### src/rtl/conv_layer_sequencer.sv
// Control sequencer for the 3x3 conv + 2x2 max-pool accelerator.
// Generates image/L0/L1 addresses and datapath strobes; no data arithmetic here.
module conv_layer_sequencer #(
  parameter int unsigned IMG_LOG2 = 6,
  parameter int unsigned ADDR_W   = 2 * IMG_LOG2,
  parameter int unsigned MAC_LAT  = 2
) (
  input  logic              clk,
  input  logic              reset,
  input  logic              ready,
  output logic              busy,
  output logic [ADDR_W-1:0] iaddr,
  output logic [3:0]        tap_idx,
  output logic              tap_vld,
  output logic              tap_pad,
  output logic              acc_clr,
  output logic              crd,
  output logic [ADDR_W-1:0] caddr_rd,
  output logic              pool_vld,
  output logic              pool_first,
  output logic              cwr,
  output logic [ADDR_W-1:0] caddr_wr,
  output logic [2:0]        csel
);

  // Tap coordinates carry two guard bits so -1 and IMG appear as out-of-range.
  localparam int unsigned RC_W   = IMG_LOG2 + 2;
  localparam int unsigned PP_W   = 2 * IMG_LOG2 - 2;
  localparam int unsigned HALF   = IMG_LOG2 - 1;
  localparam int unsigned WAIT_W = (MAC_LAT > 1) ? $clog2(MAC_LAT) : 1;

  localparam logic [2:0] CSEL_NONE = 3'b000;
  localparam logic [2:0] CSEL_L0   = 3'b001;
  localparam logic [2:0] CSEL_L1   = 3'b011;

  typedef enum logic [2:0] {
    S_IDLE, S_FETCH, S_WAIT, S_CWR, S_PRD, S_PWAIT, S_PWR, S_DONE
  } state_t;

  function automatic logic [RC_W-1:0] tap_row(input logic [ADDR_W-1:0] pix,
                                               input logic [3:0] k);
    tap_row = RC_W'(pix[ADDR_W-1:IMG_LOG2]) + RC_W'(k / 4'd3) - RC_W'(1);
  endfunction

  function automatic logic [RC_W-1:0] tap_col(input logic [ADDR_W-1:0] pix,
                                               input logic [3:0] k);
    tap_col = RC_W'(pix[IMG_LOG2-1:0]) + RC_W'(k % 4'd3) - RC_W'(1);
  endfunction

  function automatic logic is_pad(input logic [RC_W-1:0] row,
                                  input logic [RC_W-1:0] col);
    is_pad = (|row[RC_W-1:IMG_LOG2]) | (|col[RC_W-1:IMG_LOG2]);
  endfunction

  state_t              state_q, state_d;
  logic [ADDR_W-1:0]   pix_q, pix_d;
  logic [PP_W-1:0]     pp_q, pp_d;
  logic [3:0]          cnt_q, cnt_d;
  logic [WAIT_W-1:0]   wcnt_q, wcnt_d;

  logic                busy_q, busy_d;
  logic [ADDR_W-1:0]   iaddr_q, iaddr_d;
  logic [3:0]          tap_idx_q, tap_idx_d;
  logic                tap_vld_q, tap_vld_d;
  logic                tap_pad_q, tap_pad_d;
  logic                acc_clr_q, acc_clr_d;
  logic                crd_q, crd_d;
  logic [ADDR_W-1:0]   caddr_rd_q, caddr_rd_d;
  logic                pool_vld_q, pool_vld_d;
  logic                pool_first_q, pool_first_d;
  logic                cwr_q, cwr_d;
  logic [ADDR_W-1:0]   caddr_wr_q, caddr_wr_d;
  logic [2:0]          csel_q, csel_d;

  logic [RC_W-1:0]     nrow, ncol, crow, ccol;

  // Next-cycle tap drives iaddr; current tap drives the delayed tap_* strobes.
  assign nrow = tap_row(pix_d, cnt_d);
  assign ncol = tap_col(pix_d, cnt_d);
  assign crow = tap_row(pix_q, cnt_q);
  assign ccol = tap_col(pix_q, cnt_q);

  // State and counter registers
  always_ff @(posedge clk or posedge reset) begin
    if (reset) begin
      state_q <= S_IDLE;
      pix_q   <= '0;
      pp_q    <= '0;
      cnt_q   <= '0;
      wcnt_q  <= '0;
    end else begin
      state_q <= state_d;
      pix_q   <= pix_d;
      pp_q    <= pp_d;
      cnt_q   <= cnt_d;
      wcnt_q  <= wcnt_d;
    end
  end

  // Next-state and counter sequencing
  always_comb begin
    state_d = state_q;
    pix_d   = pix_q;
    pp_d    = pp_q;
    cnt_d   = cnt_q;
    wcnt_d  = wcnt_q;
    unique case (state_q)
      S_IDLE: begin
        if (ready) begin
          state_d = S_FETCH;
          pix_d   = '0;
          cnt_d   = '0;
        end
      end
      S_FETCH: begin
        if (cnt_q == 4'd8) begin
          state_d = S_WAIT;
          wcnt_d  = '0;
        end else begin
          cnt_d = cnt_q + 4'd1;
        end
      end
      S_WAIT: begin
        if (wcnt_q == WAIT_W'(MAC_LAT - 1)) state_d = S_CWR;
        else                                 wcnt_d  = wcnt_q + WAIT_W'(1);
      end
      S_CWR: begin
        cnt_d = '0;
        if (&pix_q) begin
          state_d = S_PRD;
          pp_d    = '0;
        end else begin
          state_d = S_FETCH;
          pix_d   = pix_q + ADDR_W'(1);
        end
      end
      S_PRD: begin
        if (cnt_q == 4'd3) state_d = S_PWAIT;
        else               cnt_d   = cnt_q + 4'd1;
      end
      S_PWAIT: state_d = S_PWR;
      S_PWR: begin
        cnt_d = '0;
        if (&pp_q) begin
          state_d = S_DONE;
        end else begin
          state_d = S_PRD;
          pp_d    = pp_q + PP_W'(1);
        end
      end
      S_DONE:  state_d = S_IDLE;
      default: state_d = S_IDLE;
    endcase
  end

  // Output decode, registered so every port comes straight from a flop
  always_comb begin
    busy_d       = 1'b0;
    iaddr_d      = '0;
    tap_idx_d    = '0;
    tap_vld_d    = 1'b0;
    tap_pad_d    = 1'b0;
    acc_clr_d    = 1'b0;
    crd_d        = 1'b0;
    caddr_rd_d   = '0;
    pool_vld_d   = 1'b0;
    pool_first_d = 1'b0;
    cwr_d        = 1'b0;
    caddr_wr_d   = '0;
    csel_d       = CSEL_NONE;

    busy_d = (state_d != S_IDLE) && (state_d != S_DONE);

    if (state_d == S_FETCH && !is_pad(nrow, ncol))
      iaddr_d = {nrow[IMG_LOG2-1:0], ncol[IMG_LOG2-1:0]};

    if (state_q == S_FETCH) begin
      tap_vld_d = 1'b1;
      tap_idx_d = cnt_q;
      tap_pad_d = is_pad(crow, ccol);
      acc_clr_d = (cnt_q == 4'd0);
    end

    if (state_q == S_PRD) begin
      pool_vld_d   = 1'b1;
      pool_first_d = (cnt_q == 4'd0);
    end

    unique case (state_d)
      S_CWR: begin
        cwr_d      = 1'b1;
        csel_d     = CSEL_L0;
        caddr_wr_d = pix_d;
      end
      S_PRD: begin
        crd_d      = 1'b1;
        csel_d     = CSEL_L0;
        caddr_rd_d = {pp_d[PP_W-1:HALF], cnt_d[1], pp_d[HALF-1:0], cnt_d[0]};
      end
      S_PWR: begin
        cwr_d      = 1'b1;
        csel_d     = CSEL_L1;
        caddr_wr_d = ADDR_W'(pp_d);
      end
      default: ;
    endcase
  end

  // Output registers
  always_ff @(posedge clk or posedge reset) begin
    if (reset) begin
      busy_q       <= 1'b0;
      iaddr_q      <= '0;
      tap_idx_q    <= '0;
      tap_vld_q    <= 1'b0;
      tap_pad_q    <= 1'b0;
      acc_clr_q    <= 1'b0;
      crd_q        <= 1'b0;
      caddr_rd_q   <= '0;
      pool_vld_q   <= 1'b0;
      pool_first_q <= 1'b0;
      cwr_q        <= 1'b0;
      caddr_wr_q   <= '0;
      csel_q       <= CSEL_NONE;
    end else begin
      busy_q       <= busy_d;
      iaddr_q      <= iaddr_d;
      tap_idx_q    <= tap_idx_d;
      tap_vld_q    <= tap_vld_d;
      tap_pad_q    <= tap_pad_d;
      acc_clr_q    <= acc_clr_d;
      crd_q        <= crd_d;
      caddr_rd_q   <= caddr_rd_d;
      pool_vld_q   <= pool_vld_d;
      pool_first_q <= pool_first_d;
      cwr_q        <= cwr_d;
      caddr_wr_q   <= caddr_wr_d;
      csel_q       <= csel_d;
    end
  end

  assign busy       = busy_q;
  assign iaddr      = iaddr_q;
  assign tap_idx    = tap_idx_q;
  assign tap_vld    = tap_vld_q;
  assign tap_pad    = tap_pad_q;
  assign acc_clr    = acc_clr_q;
  assign crd        = crd_q;
  assign caddr_rd   = caddr_rd_q;
  assign pool_vld   = pool_vld_q;
  assign pool_first = pool_first_q;
  assign cwr        = cwr_q;
  assign caddr_wr   = caddr_wr_q;
  assign csel       = csel_q;

endmodule

### config.mk
export PLATFORM = sky130hd
export DESIGN_NAME = conv_layer_sequencer
export DESIGN_NICKNAME = d
export VERILOG_FILES = /design/src/rtl/conv_layer_sequencer.sv
export SDC_FILE = /design/constraint.sdc
export NUM_CORES = 1
export LEC_CHECK = 0
export ABC_AREA = 0
export ABC_CLOCK_PERIOD_IN_PS = 14650
export BUFFER_PORTS_ARGS = -buffer_cell sky130_fd_sc_hd__buf_2
export CORE_MARGIN = 10
export CORE_UTILIZATION = 55
export CTS_BUF_LIST = sky130_fd_sc_hd__clkbuf_8 sky130_fd_sc_hd__clkbuf_16
export DETAILED_ROUTE_END_ITERATION = 16
export GPL_TIMING_DRIVEN = 0
export PLACE_DENSITY = 0.76
export SYNTH_ARGS = -nofsm -noshare
export SYNTH_HDL_FRONTEND = slang
export SYNTH_SLANG_ARGS = --single-unit
### constraint.sdc
create_clock -name clk -period 14.65 [get_ports clk]
set_input_delay 3.6625 -clock clk [delete_from_list [all_inputs] [get_ports clk]]
set_output_delay 3.6625 -clock clk [all_outputs]
set_load 0.02 [all_outputs]
==> metrics.md <==
| Metric | Value |
|---|---|
| Hold Violations, Final | `0` |
| CTS clock-pin slew for the worst setup and hold paths | `0.09 ns` |
| Max rail drop VDD | `0.04655 mV` |
| Synth Cell Area | `5429 um^2` |
| Cell taking the most area after synthesis | `dfrtp_1` |
| Worst slack, placed | `4.649 ns` |
| Post-synth top area share | `0.3687` |
| Core Rows | `36` |
| DIE WIDTH | `119.4 um` |
| PortBufs | `52` |
| CTS sink cnt | `80` |
| DRT antenna net count | `0` |
| Critical path required time | `14.95 ns` |
| Synth Area in Adders | `0.1295` |
| Final Core Density | `0.6310` |
| GRT Util Overall | `0.1980` |
| Most frequent cells in the layout | `dfrtp_1, inv_1, nor2_1` |
| # fillers | `825` |
| Final number of setup-violating endpoints | `0` |
| Largest family of logic cells by synthesized area | `simple AND/OR/NAND/NOR gates` |
| Lkg Pwr | `3.174 nW` |
| Metal3 WL | `775 um` |
| Worst r2r path cells | `32` |
| Crit-path max FO | `10` |
| Synth warn | `0` |
| NumNets Final | `742` |
| Fmax | `103.4 MHz` |
| Post-CTS Hold Buffers | `0` |
| Worst-margin pin slew | `0.7383 ns` |
| WP data arrival | `9.97 ns` |
| Flops & latches, synth | `80` |
| Die Ht | `119.4 um` |
| Final Cycle Share | `0.6602` |
| Post-CTS resize count | `0` |
| Synth Area in Simple Gates | `0.1954` |
| First-pass GRT wire length | `23.16 mm` |
| Area fraction in compound gates after synthesis | `0.1864` |
| Tot Pwr | `415.0 uW` |
| Commonest non-fill, non-tap cell in the layout | `dfrtp_1` |
| Pin count of the biggest net entering global routing | `56` |
| Area delta synth->final | `12.56%` |
| Via count | `4,782` |
| CP peak stage delay | `0.43 ns` |
| Met2 wire len | `6.678 mm` |
| Hold path depth | `1` |
| Top Layer Used | `met4` |
| Number of flops mapped to enable cells by yosys | `0` |
| Drt first pass iters | `5` |
| Async set-reset flop share out of synthesis | `1.000` |
| Netlist cell types | `73` |
| Maxcap violations | `0` |
| Xor/xnor cell area share of the yosys netlist | `0.02881` |
| Max Buffers Root-to-Sink | `2` |
| RSZ-0062 raised after global routing | `no` |
| Post-synthesis mux area share | `0.01037` |
| Ports | `54` |
| Reg2Reg Setup Slack | `7.10 ns` |
| DRT iter0 DRCs | `338` |
| Fin Clk Skew | `0.01018 ns` |
| Synth Net Count | `678` |
| Root Buffer | `clkbuf_8` |
| CTS Buf Count | `9` |
| Worst setup margin | `4.978 ns` |
| Initial Util | `0.5606` |
| Antenna diodes | `0` |
| Outcome | `finished clean` |
| Core box area | `9684 um^2` |
| Hold path start | `state_q[1]` |
| Worst hold path class | `flip-flop to flip-flop` |
| WHS Endpoint | `tap_idx[1]` |
| GPL Wtd Cong | `0.9475` |
| Slew Viols, Final | `0` |
| H-tree levels | `3` |
| Total negative slack | `0 ns` |
| Worst slew margin | `0.5078` |
| Worst path slowest cell | `xor3_2` |
| WL per Instance | `16.91 um` |
| Met1 wire length | `6.102 mm` |
| Seq/Total Area, Yosys | `0.3687` |
| Initial antenna violation count | `0` |
| Reg2reg end | `iaddr[6]` |
| Hold slack | `0.4598 ns` |
| CTS tree | `built` |
| Vias in the first global route | `4,731` |
| Grt ovf | `0` |
| Top FF cell, synth | `dfrtp_1` |
| Critical path class | `input port to flip-flop` |
| Ranking of synthesized cells by area | `dfrtp_1, ha_1, inv_1` |
| Clock latency on the worst-skew pair | `0.37 ns` |
| Routed wire length | `13.90 mm` |
| Syn Inst Count | `620` |
| Startpoint types | `input port` |
| Syn Area/Cell | `8.756 um^2` |
| DRC | `0` |
| Total die area | `14,240 um^2` |
| Most frequent CP cell | `ha_1` |
| Launching point of the worst reg2reg path | `cnt_q[1]` |
| DPL Wire Length | `10.66 mm` |
| Crit path time final | `9.672 ns` |
| Via-to-Cell Ratio | `5.818` |
| Setup Buffers After CTS | `0` |
| Setup crit end kind | `flip-flop` |
| PD cells | `67.92 nW/um^2` |
| Share of cells above drive strength 1 | `0.1509` |
[report_power, final]
part,internal (mW),switching (mW)
logic,0.00120,0.00482
clock network,0.0980,0.0904
registers,0.221,0
[metrics by stage]
step                      std cells  cell area, um^2
after floorplan                 620             5429
after global placement          805             5856
after detailed placement        806             5886
after CTS                       822             6111
after global routing            822             6111
final                           822             6111
[registers in the layout (all words and copies together) (netlist names)]
name / flops
acc_clr: 1
busy: 1
caddr_rd: 12
caddr_wr: 12
cnt_q: 4
crd: 1
csel: 2
cwr: 1
iaddr: 12
pix_q: 12
pool_first: 1
pool_vld: 1
pp_q: 10
state_q: 3
tap_idx: 4
tap_pad: 1
tap_vld: 1
wcnt_q: 1
[critical path: cells and delay by family]
family	cells	cell delay [ns]
xor+xnor	1	0.43
fa+ha+maj	5	1.17
mux	1	0.25
buf+inv	8	1.27
compound gates	9	1.90
simple gates	8	1.25
[synth_stat cells (3+ instances only)]
master and count:
o21bai_1 5, a22oi_1 5, a211oi_1 7, o221ai_1 3, or3_1 4, dfrtp_1 80
ha_1 53, or2_2 4, nor3b_2 3, nor2_1 59, o22ai_1 10, o21ai_0 25
o31ai_1 7, nand3_1 11, a41oi_1 3, o21a_1 5, nor4bb_1 3, and3_1 9
nor2b_1 11, a21o_1 10, nand3b_1 3, and2_1 5, mux2i_1 3, xnor2_1 7
a31oi_1 9, clkbuf_1 17, inv_1 79, xor2_1 8, buf_2 6, nand2b_1 9
nor3_1 14, nand2_1 53, nor4_1 5, a21oi_1 36
[layout make-up]
| type | instances | area [um^2] | area share |
|---|---|---|---|
| buffer | 26 | 123.9 | 0.02027 |
| clock buffer | 9 | 123.9 | 0.02027 |
| clock inverter | 7 | 101.3 | 0.01658 |
| inverter | 82 | 312.8 | 0.05119 |
| multi-input combinational | 432 | 2993 | 0.4898 |
| sequential | 80 | 2002 | 0.3276 |
| tap | 133 | 166.4 | 0.02723 |
| timing repair buffer | 53 | 287.8 | 0.04709 |
[how the worst max path moves through the flow]
stage / from / end / slack [ns] / cells past startpoint
floorplan: ready / iaddr[2] / 5.86 / 31
global placement: ready / iaddr[6] / 4.77 / 31
detailed placement: ready / iaddr[6] / 4.65 / 32
CTS: ready / iaddr[6] / 5.04 / 32
global route: ready / iaddr[2] / 4.39 / 31
finish: ready / iaddr[6] / 4.98 / 32
[cells by family after synthesis]
logic type,count (synthesis)
flip-flops,80
multiplexers,5
XOR/XNOR,16
AND/OR/NAND/NOR,207
buffers and inverters,108
AO/OA/AOI/OAI,148
other,1
adder cells (fa/ha/maj),55
[per-layer routing]
metal  vias up  track usage
li1       2272            -
met2       165       0.3285
met1      2320       0.2477
met5         -            0
met4         0      0.08145
met3        25      0.03873
Power figures use the tool's default switching activity.
